==> src/rtl/cc_poly_fmt_pkg.sv <==
// rtl/cc_poly_fmt_pkg.sv - shared widths, FSM encoding and chunk/mask helpers for cc_poly_fmt
package cc_poly_fmt_pkg;

    localparam int BLK_W  = 128;
    localparam int WORD_W = 512;

    typedef enum logic [2:0] {
        S_IDLE,
        S_AAD,
        S_WAIT,
        S_CT,
        S_LEN,
        S_DONE
    } state_t;

    function automatic logic [31:0] min64(input logic [31:0] n);
        return (n > 32'd64) ? 32'd64 : n;
    endfunction

    // n is already clamped to 0..64, so the chunk count fits in 3 bits
    function automatic logic [2:0] chunk_cnt(input logic [31:0] n);
        return 3'((n + 32'd15) >> 4);
    endfunction

    function automatic logic [WORD_W-1:0] byte_mask(input logic [31:0] n);
        logic [WORD_W-1:0] ones;
        ones = '1;
        if (n >= 32'd64) return ones;
        return ones >> ((32'd64 - n) * 32'd8);
    endfunction

endpackage

==> src/rtl/cc_poly_fmt_if.sv <==
// rtl/cc_poly_fmt_if.sv - control, ciphertext and block handshake bundle for cc_poly_fmt
interface cc_poly_fmt_if;
    import cc_poly_fmt_pkg::*;

    logic              i_start;
    logic [WORD_W-1:0] i_aad;
    logic [31:0]       i_len_aad;
    logic [31:0]       i_len_ct;
    logic              i_ct_vld;
    logic [WORD_W-1:0] i_ct;
    logic              o_ct_rdy;
    logic [BLK_W-1:0]  o_blk;
    logic              o_blk_vld;
    logic              i_blk_rdy;
    logic              o_blk_last;
    logic              o_err;
    logic              o_done;

    modport master (
        output i_start, i_aad, i_len_aad, i_len_ct, i_ct_vld, i_ct, i_blk_rdy,
        input  o_ct_rdy, o_blk, o_blk_vld, o_blk_last, o_err, o_done
    );

    modport slave (
        input  i_start, i_aad, i_len_aad, i_len_ct, i_ct_vld, i_ct, i_blk_rdy,
        output o_ct_rdy, o_blk, o_blk_vld, o_blk_last, o_err, o_done
    );

endinterface

==> src/rtl/cc_poly_fmt_word_buf.sv <==
// rtl/cc_poly_fmt_word_buf.sv - single-entry ciphertext word buffer with overflow detect
module cc_word_buf
    import cc_poly_fmt_pkg::*;
(
    input  logic              clk,
    input  logic              rstn,
    input  logic              clr,
    input  logic              fill,
    input  logic              free,
    input  logic [WORD_W-1:0] data,
    output logic              full,
    output logic [WORD_W-1:0] q,
    output logic              ovf
);

    // A word arriving in the same cycle the entry drains takes the slot
    assign ovf = fill && full && !free;

    always_ff @(posedge clk or negedge rstn) begin
        if (!rstn) begin
            full <= 1'b0;
            q    <= '0;
        end else if (clr) begin
            full <= 1'b0;
            q    <= '0;
        end else if (fill && (!full || free)) begin
            full <= 1'b1;
            q    <= data;
        end else if (free) begin
            full <= 1'b0;
        end
    end

endmodule

==> src/rtl/cc_poly_fmt.sv <==
// rtl/cc_poly_fmt.sv - builds the AEAD Poly1305 input stream from AAD, ciphertext words and lengths
module cc_poly_fmt
    import cc_poly_fmt_pkg::*;
(
    input  logic         i_clk,
    input  logic         i_rstn,
    cc_poly_fmt_if.slave bus
);

    state_t            state;
    logic [1:0]        idx;
    logic [2:0]        cnt;
    logic [31:0]       len_aad;
    logic [31:0]       len_ct;
    logic [31:0]       ct_rem;
    logic [WORD_W-1:0] aad_q;
    logic              err;

    logic              buf_full;
    logic              buf_ovf;
    logic [WORD_W-1:0] buf_q;

    logic              fire;
    logic              last_chunk;
    logic              start_ok;
    logic              ct_free;
    logic              ct_fill;
    logic [31:0]       aad_sat;
    logic [31:0]       ct_take;
    logic [31:0]       rem_next;
    logic [1:0]        sel_idx;
    logic [WORD_W-1:0] ct_word;
    logic [BLK_W-1:0]  aad_chunk;
    logic [BLK_W-1:0]  ct_chunk;

    assign fire       = bus.o_blk_vld && bus.i_blk_rdy;
    assign last_chunk = ({1'b0, idx} == cnt - 3'd1);
    assign start_ok   = (state == S_IDLE) && bus.i_start;
    assign aad_sat    = min64(bus.i_len_aad);
    assign ct_take    = min64(ct_rem);
    assign rem_next   = ct_rem - ct_take;
    assign ct_free    = (state == S_CT) && fire && last_chunk;
    // Words past the end of the message are ignored, including one racing the final free
    assign ct_fill    = bus.i_ct_vld && (state != S_IDLE) && (ct_rem != 32'd0)
                        && !(ct_free && (rem_next == 32'd0));

    // First load of a word presents chunk idx; each acceptance advances to idx+1
    assign sel_idx    = bus.o_blk_vld ? idx + 2'd1 : idx;
    assign ct_word    = buf_q & byte_mask(ct_take);
    assign aad_chunk  = aad_q[{sel_idx, 7'd0} +: BLK_W];
    assign ct_chunk   = ct_word[{sel_idx, 7'd0} +: BLK_W];

    assign bus.o_ct_rdy = !buf_full;
    assign bus.o_err    = err;

    cc_word_buf u_word_buf (
        .clk  (i_clk),
        .rstn (i_rstn),
        .clr  (start_ok),
        .fill (ct_fill),
        .free (ct_free),
        .data (bus.i_ct),
        .full (buf_full),
        .q    (buf_q),
        .ovf  (buf_ovf)
    );

    always_ff @(posedge i_clk or negedge i_rstn) begin
        if (!i_rstn) begin
            state          <= S_IDLE;
            idx            <= '0;
            cnt            <= '0;
            len_aad        <= '0;
            len_ct         <= '0;
            ct_rem         <= '0;
            aad_q          <= '0;
            err            <= 1'b0;
            bus.o_blk      <= '0;
            bus.o_blk_vld  <= 1'b0;
            bus.o_blk_last <= 1'b0;
            bus.o_done     <= 1'b0;
        end else begin
            bus.o_done <= 1'b0;
            if (buf_ovf) err <= 1'b1;
            case (state)
                S_IDLE: begin
                    if (bus.i_start) begin
                        len_aad <= aad_sat;
                        len_ct  <= bus.i_len_ct;
                        ct_rem  <= bus.i_len_ct;
                        aad_q   <= bus.i_aad & byte_mask(aad_sat);
                        err     <= 1'b0;
                        idx     <= '0;
                        cnt     <= chunk_cnt(aad_sat);
                        if (aad_sat != 32'd0)           state <= S_AAD;
                        else if (bus.i_len_ct != 32'd0) state <= S_WAIT;
                        else                            state <= S_LEN;
                    end
                end
                S_AAD: begin
                    if (!bus.o_blk_vld) begin
                        bus.o_blk     <= aad_chunk;
                        bus.o_blk_vld <= 1'b1;
                    end else if (fire) begin
                        if (last_chunk) begin
                            bus.o_blk_vld <= 1'b0;
                            idx           <= '0;
                            state         <= (ct_rem != 32'd0) ? S_WAIT : S_LEN;
                        end else begin
                            idx       <= idx + 2'd1;
                            bus.o_blk <= aad_chunk;
                        end
                    end
                end
                S_WAIT: begin
                    if (buf_full) begin
                        idx   <= '0;
                        cnt   <= chunk_cnt(ct_take);
                        state <= S_CT;
                    end
                end
                S_CT: begin
                    if (!bus.o_blk_vld) begin
                        bus.o_blk     <= ct_chunk;
                        bus.o_blk_vld <= 1'b1;
                    end else if (fire) begin
                        if (last_chunk) begin
                            bus.o_blk_vld <= 1'b0;
                            idx           <= '0;
                            ct_rem        <= rem_next;
                            if (rem_next == 32'd0) begin
                                state <= S_LEN;
                            end else if (ct_fill) begin
                                cnt   <= chunk_cnt(min64(rem_next));
                                state <= S_CT;
                            end else begin
                                state <= S_WAIT;
                            end
                        end else begin
                            idx       <= idx + 2'd1;
                            bus.o_blk <= ct_chunk;
                        end
                    end
                end
                S_LEN: begin
                    if (!bus.o_blk_vld) begin
                        bus.o_blk      <= {32'd0, len_ct, 32'd0, len_aad};
                        bus.o_blk_vld  <= 1'b1;
                        bus.o_blk_last <= 1'b1;
                    end else if (fire) begin
                        bus.o_blk_vld  <= 1'b0;
                        bus.o_blk_last <= 1'b0;
                        bus.o_done     <= 1'b1;
                        state          <= S_DONE;
                    end
                end
                S_DONE:  state <= S_IDLE;
                default: state <= S_IDLE;
            endcase
        end
    end

endmodule

==> src/flat_wrapper.sv <==
// flat-port wrapper written by rule: the top's interface ports become plain ports
module cc_poly_fmt_flat import cc_poly_fmt_pkg::*;
  (i_clk, i_rstn, bus_i_start, bus_i_aad, bus_i_len_aad, bus_i_len_ct, bus_i_ct_vld, bus_i_ct, bus_i_blk_rdy, bus_o_ct_rdy, bus_o_blk, bus_o_blk_vld, bus_o_blk_last, bus_o_err, bus_o_done);
  cc_poly_fmt_if bus_i ();
  input  logic i_clk;
  input  logic i_rstn;
  input wire logic [$bits(bus_i.i_start)-1:0] bus_i_start;
  input wire logic [$bits(bus_i.i_aad)-1:0] bus_i_aad;
  input wire logic [$bits(bus_i.i_len_aad)-1:0] bus_i_len_aad;
  input wire logic [$bits(bus_i.i_len_ct)-1:0] bus_i_len_ct;
  input wire logic [$bits(bus_i.i_ct_vld)-1:0] bus_i_ct_vld;
  input wire logic [$bits(bus_i.i_ct)-1:0] bus_i_ct;
  input wire logic [$bits(bus_i.i_blk_rdy)-1:0] bus_i_blk_rdy;
  output wire logic [$bits(bus_i.o_ct_rdy)-1:0] bus_o_ct_rdy;
  output wire logic [$bits(bus_i.o_blk)-1:0] bus_o_blk;
  output wire logic [$bits(bus_i.o_blk_vld)-1:0] bus_o_blk_vld;
  output wire logic [$bits(bus_i.o_blk_last)-1:0] bus_o_blk_last;
  output wire logic [$bits(bus_i.o_err)-1:0] bus_o_err;
  output wire logic [$bits(bus_i.o_done)-1:0] bus_o_done;
  assign bus_i.i_start = bus_i_start;
  assign bus_i.i_aad = bus_i_aad;
  assign bus_i.i_len_aad = bus_i_len_aad;
  assign bus_i.i_len_ct = bus_i_len_ct;
  assign bus_i.i_ct_vld = bus_i_ct_vld;
  assign bus_i.i_ct = bus_i_ct;
  assign bus_i.i_blk_rdy = bus_i_blk_rdy;
  assign bus_o_ct_rdy = bus_i.o_ct_rdy;
  assign bus_o_blk = bus_i.o_blk;
  assign bus_o_blk_vld = bus_i.o_blk_vld;
  assign bus_o_blk_last = bus_i.o_blk_last;
  assign bus_o_err = bus_i.o_err;
  assign bus_o_done = bus_i.o_done;
  cc_poly_fmt u_core (.i_clk(i_clk), .i_rstn(i_rstn), .bus(bus_i));
endmodule
==> config.mk <==
export PLATFORM = sky130hd
export DESIGN_NAME = cc_poly_fmt_flat
export DESIGN_NICKNAME = d
export VERILOG_FILES = /design/src/rtl/cc_poly_fmt_pkg.sv /design/src/rtl/cc_poly_fmt_if.sv /design/src/rtl/cc_poly_fmt_word_buf.sv /design/src/rtl/cc_poly_fmt.sv /design/src/flat_wrapper.sv
export SDC_FILE = /design/constraint.sdc
export NUM_CORES = 2
export LEC_CHECK = 0
export CAP_MARGIN = 25
export CORE_AREA = 8 8 476 478
export CTS_BUF_LIST = sky130_fd_sc_hd__clkbuf_8
export DETAILED_ROUTE_END_ITERATION = 12
export DIE_AREA = 0 0 484 486
export PLACE_DENSITY = 0.49
export SYNTH_ARGS = -nofsm -noshare
export SYNTH_HDL_FRONTEND = slang
export SYNTH_HIERARCHICAL = 1
export SYNTH_SLANG_ARGS = --single-unit
export TNS_END_PERCENT = 30
==> constraint.sdc <==
create_clock -name i_clk -period 6.81 [get_ports i_clk]
set_input_delay 0.681 -clock i_clk [delete_from_list [all_inputs] [get_ports i_clk]]
set_output_delay 0.681 -clock i_clk [all_outputs]
set_load 0.01 [all_outputs]
==> qor.log <==
qor: route.drt_wl_total 332 mm
qor: status.run_status complete, no violations
qor: logic_synthesis.synth-seq-cells 1261
qor: global_routing.grt_start_max_net_pins 228
qor: min_path.worst_hold_check_path_type in2reg
qor: clock_network.clkLatencyLatePin 1.01 ns
qor: placed_design.detailed_place.area 78900 sq um
qor: setup_path.worst-path-max-fanout 19
qor: floorplan.die_h 486 um
qor: power.worst_ir_drop_vdd 161 uV
qor: global_routing.number_of_antenna_violations_at_the_first_check_in_global_routing 130
qor: logic_synthesis.dominant_register_cell_in_the_synthesized_netlist sky130_fd_sc_hd__dfrtp_1
qor: clock_network.tritoncts.num_buffers 231
qor: floorplan.io_pins 1226
qor: placed_design.gpl.final_weighted_congestion 0.892
qor: sta.finalHoldViolations 0
qor: sta.final.min_clock_period 6.26 ns
qor: global_routing.global_route_wire_length_before_repair 462 mm
qor: logic_synthesis.asyncSetResetFlopFracSynth 100%
qor: route.detail_route.wl_per_cell 32.3 um
qor: logic_synthesis.synthCells 6084
qor: setup_path.source_of_the_critical_timing_path u_core/ct_rem[14]$_DFFE_PN0P_
qor: clock_network.clock_tree.htree_level_count 4
qor: floorplan.die_width 484 um
qor: global_routing.grtUsageTotal 26.8%
qor: route.drt_iter0_drc 5347
qor: global_routing.first_global_vias 58100
qor: logic_synthesis.yosys.cell_types.count 90
qor: power.p_total 0.0211 W
qor: setup_path.regToRegEndpoint u_core/bus.o_blk[125]$_DFFE_PN0P_
qor: sta.post-route-period-util 91.9%
qor: logic_synthesis.post_synth_instance_area 64000 sq um
qor: logic_synthesis.syn-num-nets 7181
qor: cells_and_area.finish.net_count 8284
qor: setup_path.endpoint_kind flop
qor: power.power_density 251 nW/um^2
qor: clock_network.clock_tree.buffer_depth 3
qor: flow_run.max_cap_viol_count 0
qor: setup_path.crit_arrival 7.16 ns
qor: sta.maxSlewHeadroom 10.9%
qor: power.leakagePower 35.4 nW
qor: clock_network.post_cts_buffers 0
qor: sta.finalSetupViolCount 0
qor: sta.tightestPinTransition 1.34 ns
qor: clock_network.clock-sinks 1261
qor: route.drt.antenna.violating_nets 0
qor: clock_network.cts_tree built
qor: placed_design.dp_hpwl 243 mm
qor: cells_and_area.design_area 83800 sq um
qor: floorplan.die_area 235000 sq um
qor: setup_path.worst_setup_path_endpoint u_core/bus.o_blk[125]$_DFFE_PN0P_
qor: logic_synthesis.yosys_warnings 6
qor: floorplan.fp-row-count 172
qor: placed_design.placement.io_buffers 1225
qor: floorplan.fp.coreArea 219000 sq um
qor: sta.fmax 0.160 GHz
qor: cells_and_area.final_layout_size_suffix_gt1_share 7.89%
qor: cells_and_area.layout.area.seq 31600 sq um
qor: sta.worst_hold_slack 0.235 ns
qor: route.avgViaCountPerCell 5.51
qor: sta.clock-skew-final 0.0594 ns
qor: clock_network.clockRootBuffer sky130_fd_sc_hd__clkbuf_8
qor: setup_path.r2r_start u_core/ct_rem[14]$_DFFE_PN0P_
qor: floorplan.floorplan.initialDensity 29.3%
qor: sta.timing_max_transition_violations_final 0
qor: cells_and_area.fillerInstances 21500
qor: logic_synthesis.postSynthAreaPerCell 10.5 sq um
qor: setup_path.regToRegSetupSlack 0.55 ns
qor: logic_synthesis.sequential_element_share_of_the_synthesized_area 49.3%
qor: route.route.detailed.drc 0
qor: sta.setup-tns-final 0 ns
qor: setup_path.r2r_cells 15
qor: cells_and_area.area_occupied_by_multi_input_gates 29700 sq um
qor: route.routed-via-count 56700
qor: cells_and_area.flow.area_growth_from_synthesis 30.9%
qor: clock_network.clk_transition_reported_paths 0.06 ns
qor: setup_path.worst-setup-path-type reg2reg
qor: logic_synthesis.edff_count_synth 0
qor: sta.rsz0062_at_grt false
qor: setup_path.crit_path_start_kind flop
qor: setup_path.worstPathRequired 7.71 ns
qor: route.detail_route.first_pass.iterations 5
qor: global_routing.grt_overflow_total 0
==> sequential cells by signal (all words and copies together), names as in the netlist <==
signal and cells:
u_core/len_ct 32, u_core/bus.o_blk_last 1, u_core/idx 2, u_core/state 3, u_core/bus.o_blk_vld 1, u_core/ct_rem 32
u_core/bus.o_err 1, u_core/u_word_buf/full 1, u_core/bus.o_done 1, u_core/u_word_buf/q 512, u_core/bus.o_blk 128, u_core/len_aad 32
u_core/aad_q 512, u_core/cnt 3
==> routing by layer <==
metal | share of wire (%) | vias up | track usage (%)
li1 | - | 24600 | -
met1 | 42 | 28700 | 34.2
met2 | 47 | 2668 | 43.4
met3 | 7.6 | 571 | 7.31
met4 | 3.4 | 80 | 10.1
met5 | 0.15 | - | 0
==> repair_timing <==
item | CTS | global route
hold endpoints to repair | 122 | 0
endpoints found under the setup margin | 0 | 1
resized for setup | 0 | 1
hold buffers | 1 | 0
==> worst min-delay path by stage <==
stage / endpoint / start / depth (start not counted)
global placement: u_core/aad_q[67]$_DFFE_PN0P_ / u_core/aad_q[67]$_DFFE_PN0P_ / 2
detailed placement: u_core/aad_q[64]$_DFFE_PN0P_ / u_core/aad_q[64]$_DFFE_PN0P_ / 2
global route: u_core/u_word_buf/q[122]$_DFFE_PN0P_ / bus_i_ct[122] / 3
floorplan: u_core/aad_q[0]$_DFFE_PN0P_ / i_rstn / 0
CTS: u_core/u_word_buf/q[161]$_DFFE_PN0P_ / bus_i_ct[161] / 3
finish: u_core/u_word_buf/q[161]$_DFFE_PN0P_ / bus_i_ct[161] / 3
==> Yosys cell counts (12+ instances only) <==
library cell	n	area [sq um]
sky130_fd_sc_hd__mux2i_1	516	5160
sky130_fd_sc_hd__nor3_1	96	480
sky130_fd_sc_hd__dfrtp_1	1261	31600
sky130_fd_sc_hd__o2bb2ai_1	21	184
sky130_fd_sc_hd__o31ai_1	28	210
sky130_fd_sc_hd__o22a_1	12	105
sky130_fd_sc_hd__or3_1	49	307
sky130_fd_sc_hd__nand3_1	91	455
sky130_fd_sc_hd__a41oi_1	15	131
sky130_fd_sc_hd__o21a_1	13	97.6
sky130_fd_sc_hd__nand2_1	382	1430
sky130_fd_sc_hd__o32ai_1	14	123
sky130_fd_sc_hd__nor2_1	189	709
sky130_fd_sc_hd__a31oi_1	65	407
sky130_fd_sc_hd__a211oi_1	13	97.6
sky130_fd_sc_hd__a221o_1	24	240
sky130_fd_sc_hd__clkbuf_1	401	1510
sky130_fd_sc_hd__a211o_1	51	447
sky130_fd_sc_hd__o311ai_1	17	149
sky130_fd_sc_hd__o21ai_0	192	961
sky130_fd_sc_hd__o21ai_1	28	140
sky130_fd_sc_hd__and2_1	41	257
sky130_fd_sc_hd__buf_2	22	110
sky130_fd_sc_hd__nand4_1	12	75.1
sky130_fd_sc_hd__buf_1	29	109
sky130_fd_sc_hd__nand2b_1	1030	6440
sky130_fd_sc_hd__a221oi_1	313	2740
sky130_fd_sc_hd__o22ai_1	14	87.6
sky130_fd_sc_hd__nor4_1	33	206
sky130_fd_sc_hd__a21oi_2	13	114
sky130_fd_sc_hd__a21oi_1	321	1610
sky130_fd_sc_hd__a22o_1	503	4410
sky130_fd_sc_hd__buf_12	44	881
sky130_fd_sc_hd__inv_1	27	101
==> kinds of logic (layout without fill, tap and decap cells) <==
group / Yosys count / count (layout) / synth area share [%]
AOI/OAI and AO/OA: 1761 / 1761 / 20.8
DFF: 1261 / 1261 / 49.3
adders and majority gates: 4 / 4 / 0.0782
xor gates and xnor gates: 16 / 16 / 0.219
and+or+nand+nor: 1979 / 1979 / 16.9
buffers and inverters: 546 / 1810 / 4.66
other: 1 / 63 / 0.00586
muxes: 516 / 516 / 8.07
==> worst max-delay path, stage by stage, from the launching register on <==
cell                       delay (ns)
sky130_fd_sc_hd__dfrtp_1         0.43
sky130_fd_sc_hd__or4_4           0.58
sky130_fd_sc_hd__or4_1           0.73
sky130_fd_sc_hd__nor4_4          0.39
sky130_fd_sc_hd__nand2_1         0.09
sky130_fd_sc_hd__buf_4           0.22
sky130_fd_sc_hd__ha_1            0.37
sky130_fd_sc_hd__inv_1           0.39
sky130_fd_sc_hd__o31ai_1         0.16
sky130_fd_sc_hd__inv_1           0.15
sky130_fd_sc_hd__a211o_1         0.76
sky130_fd_sc_hd__nor2_1          0.24
sky130_fd_sc_hd__a21oi_2         0.71
sky130_fd_sc_hd__o21a_1          0.49
sky130_fd_sc_hd__a221oi_1        0.17
sky130_fd_sc_hd__o31ai_1         0.31
==> layout by cell type, fill, tap and decap left out, types with 15 or more instances in the layout <==
cell	instances
sky130_fd_sc_hd__a221oi_1	313
sky130_fd_sc_hd__nor2_1	187
sky130_fd_sc_hd__a211o_1	51
sky130_fd_sc_hd__clkbuf_8	290
sky130_fd_sc_hd__mux2i_1	516
sky130_fd_sc_hd__a41oi_1	15
sky130_fd_sc_hd__nand3_1	90
sky130_fd_sc_hd__or3_1	49
sky130_fd_sc_hd__a22o_1	503
sky130_fd_sc_hd__diode_2	62
sky130_fd_sc_hd__nand2b_1	1030
sky130_fd_sc_hd__a31oi_1	62
sky130_fd_sc_hd__o31ai_1	27
sky130_fd_sc_hd__o2bb2ai_1	21
sky130_fd_sc_hd__a21oi_2	19
sky130_fd_sc_hd__inv_1	99
sky130_fd_sc_hd__o21ai_0	191
sky130_fd_sc_hd__nor3_1	94
sky130_fd_sc_hd__buf_12	29
sky130_fd_sc_hd__clkdlybuf4s50_1	1224
sky130_fd_sc_hd__dfrtp_1	1261
sky130_fd_sc_hd__o21ai_1	28
sky130_fd_sc_hd__and2_1	41
sky130_fd_sc_hd__buf_4	123
sky130_fd_sc_hd__o311ai_1	17
sky130_fd_sc_hd__a21oi_1	314
sky130_fd_sc_hd__a221o_1	24
sky130_fd_sc_hd__nand2_1	377
sky130_fd_sc_hd__nor4_1	31
==> final cells by class <==
cell class,instances,share of cell area (%)
Inverter,28,0.134
Tap cell,2871,4.29
Clock inverter,106,0.811
Sequential cell,1261,37.7
Clock buffer,288,4.73
Timing Repair Buffer,1388,16.7
Antenna cell,62,0.185
Multi-Input combinational cell,4277,35.5
==> metrics by stage <==
step	std cells	util (%)	setup slack, ns
final	10300	38.3	0.548
after global routing	10300	38.3	0.239
after CTS	10200	38.2	0.387
after detailed placement	9819	36.1	0.406
after global placement	9811	36.0	0.560
after floorplan	6084	-	1.83
==> where the power goes <==
group	total, W	switching (W)	internal, W
sequential	0.00884	0.000645	0.00819
combinational	0.00475	0.00262	0.00212
clock	0.00747	0.00352	0.00395
total	0.0211	0.00679	0.0143
No activity file was read; power rests on OpenSTA's default activity.
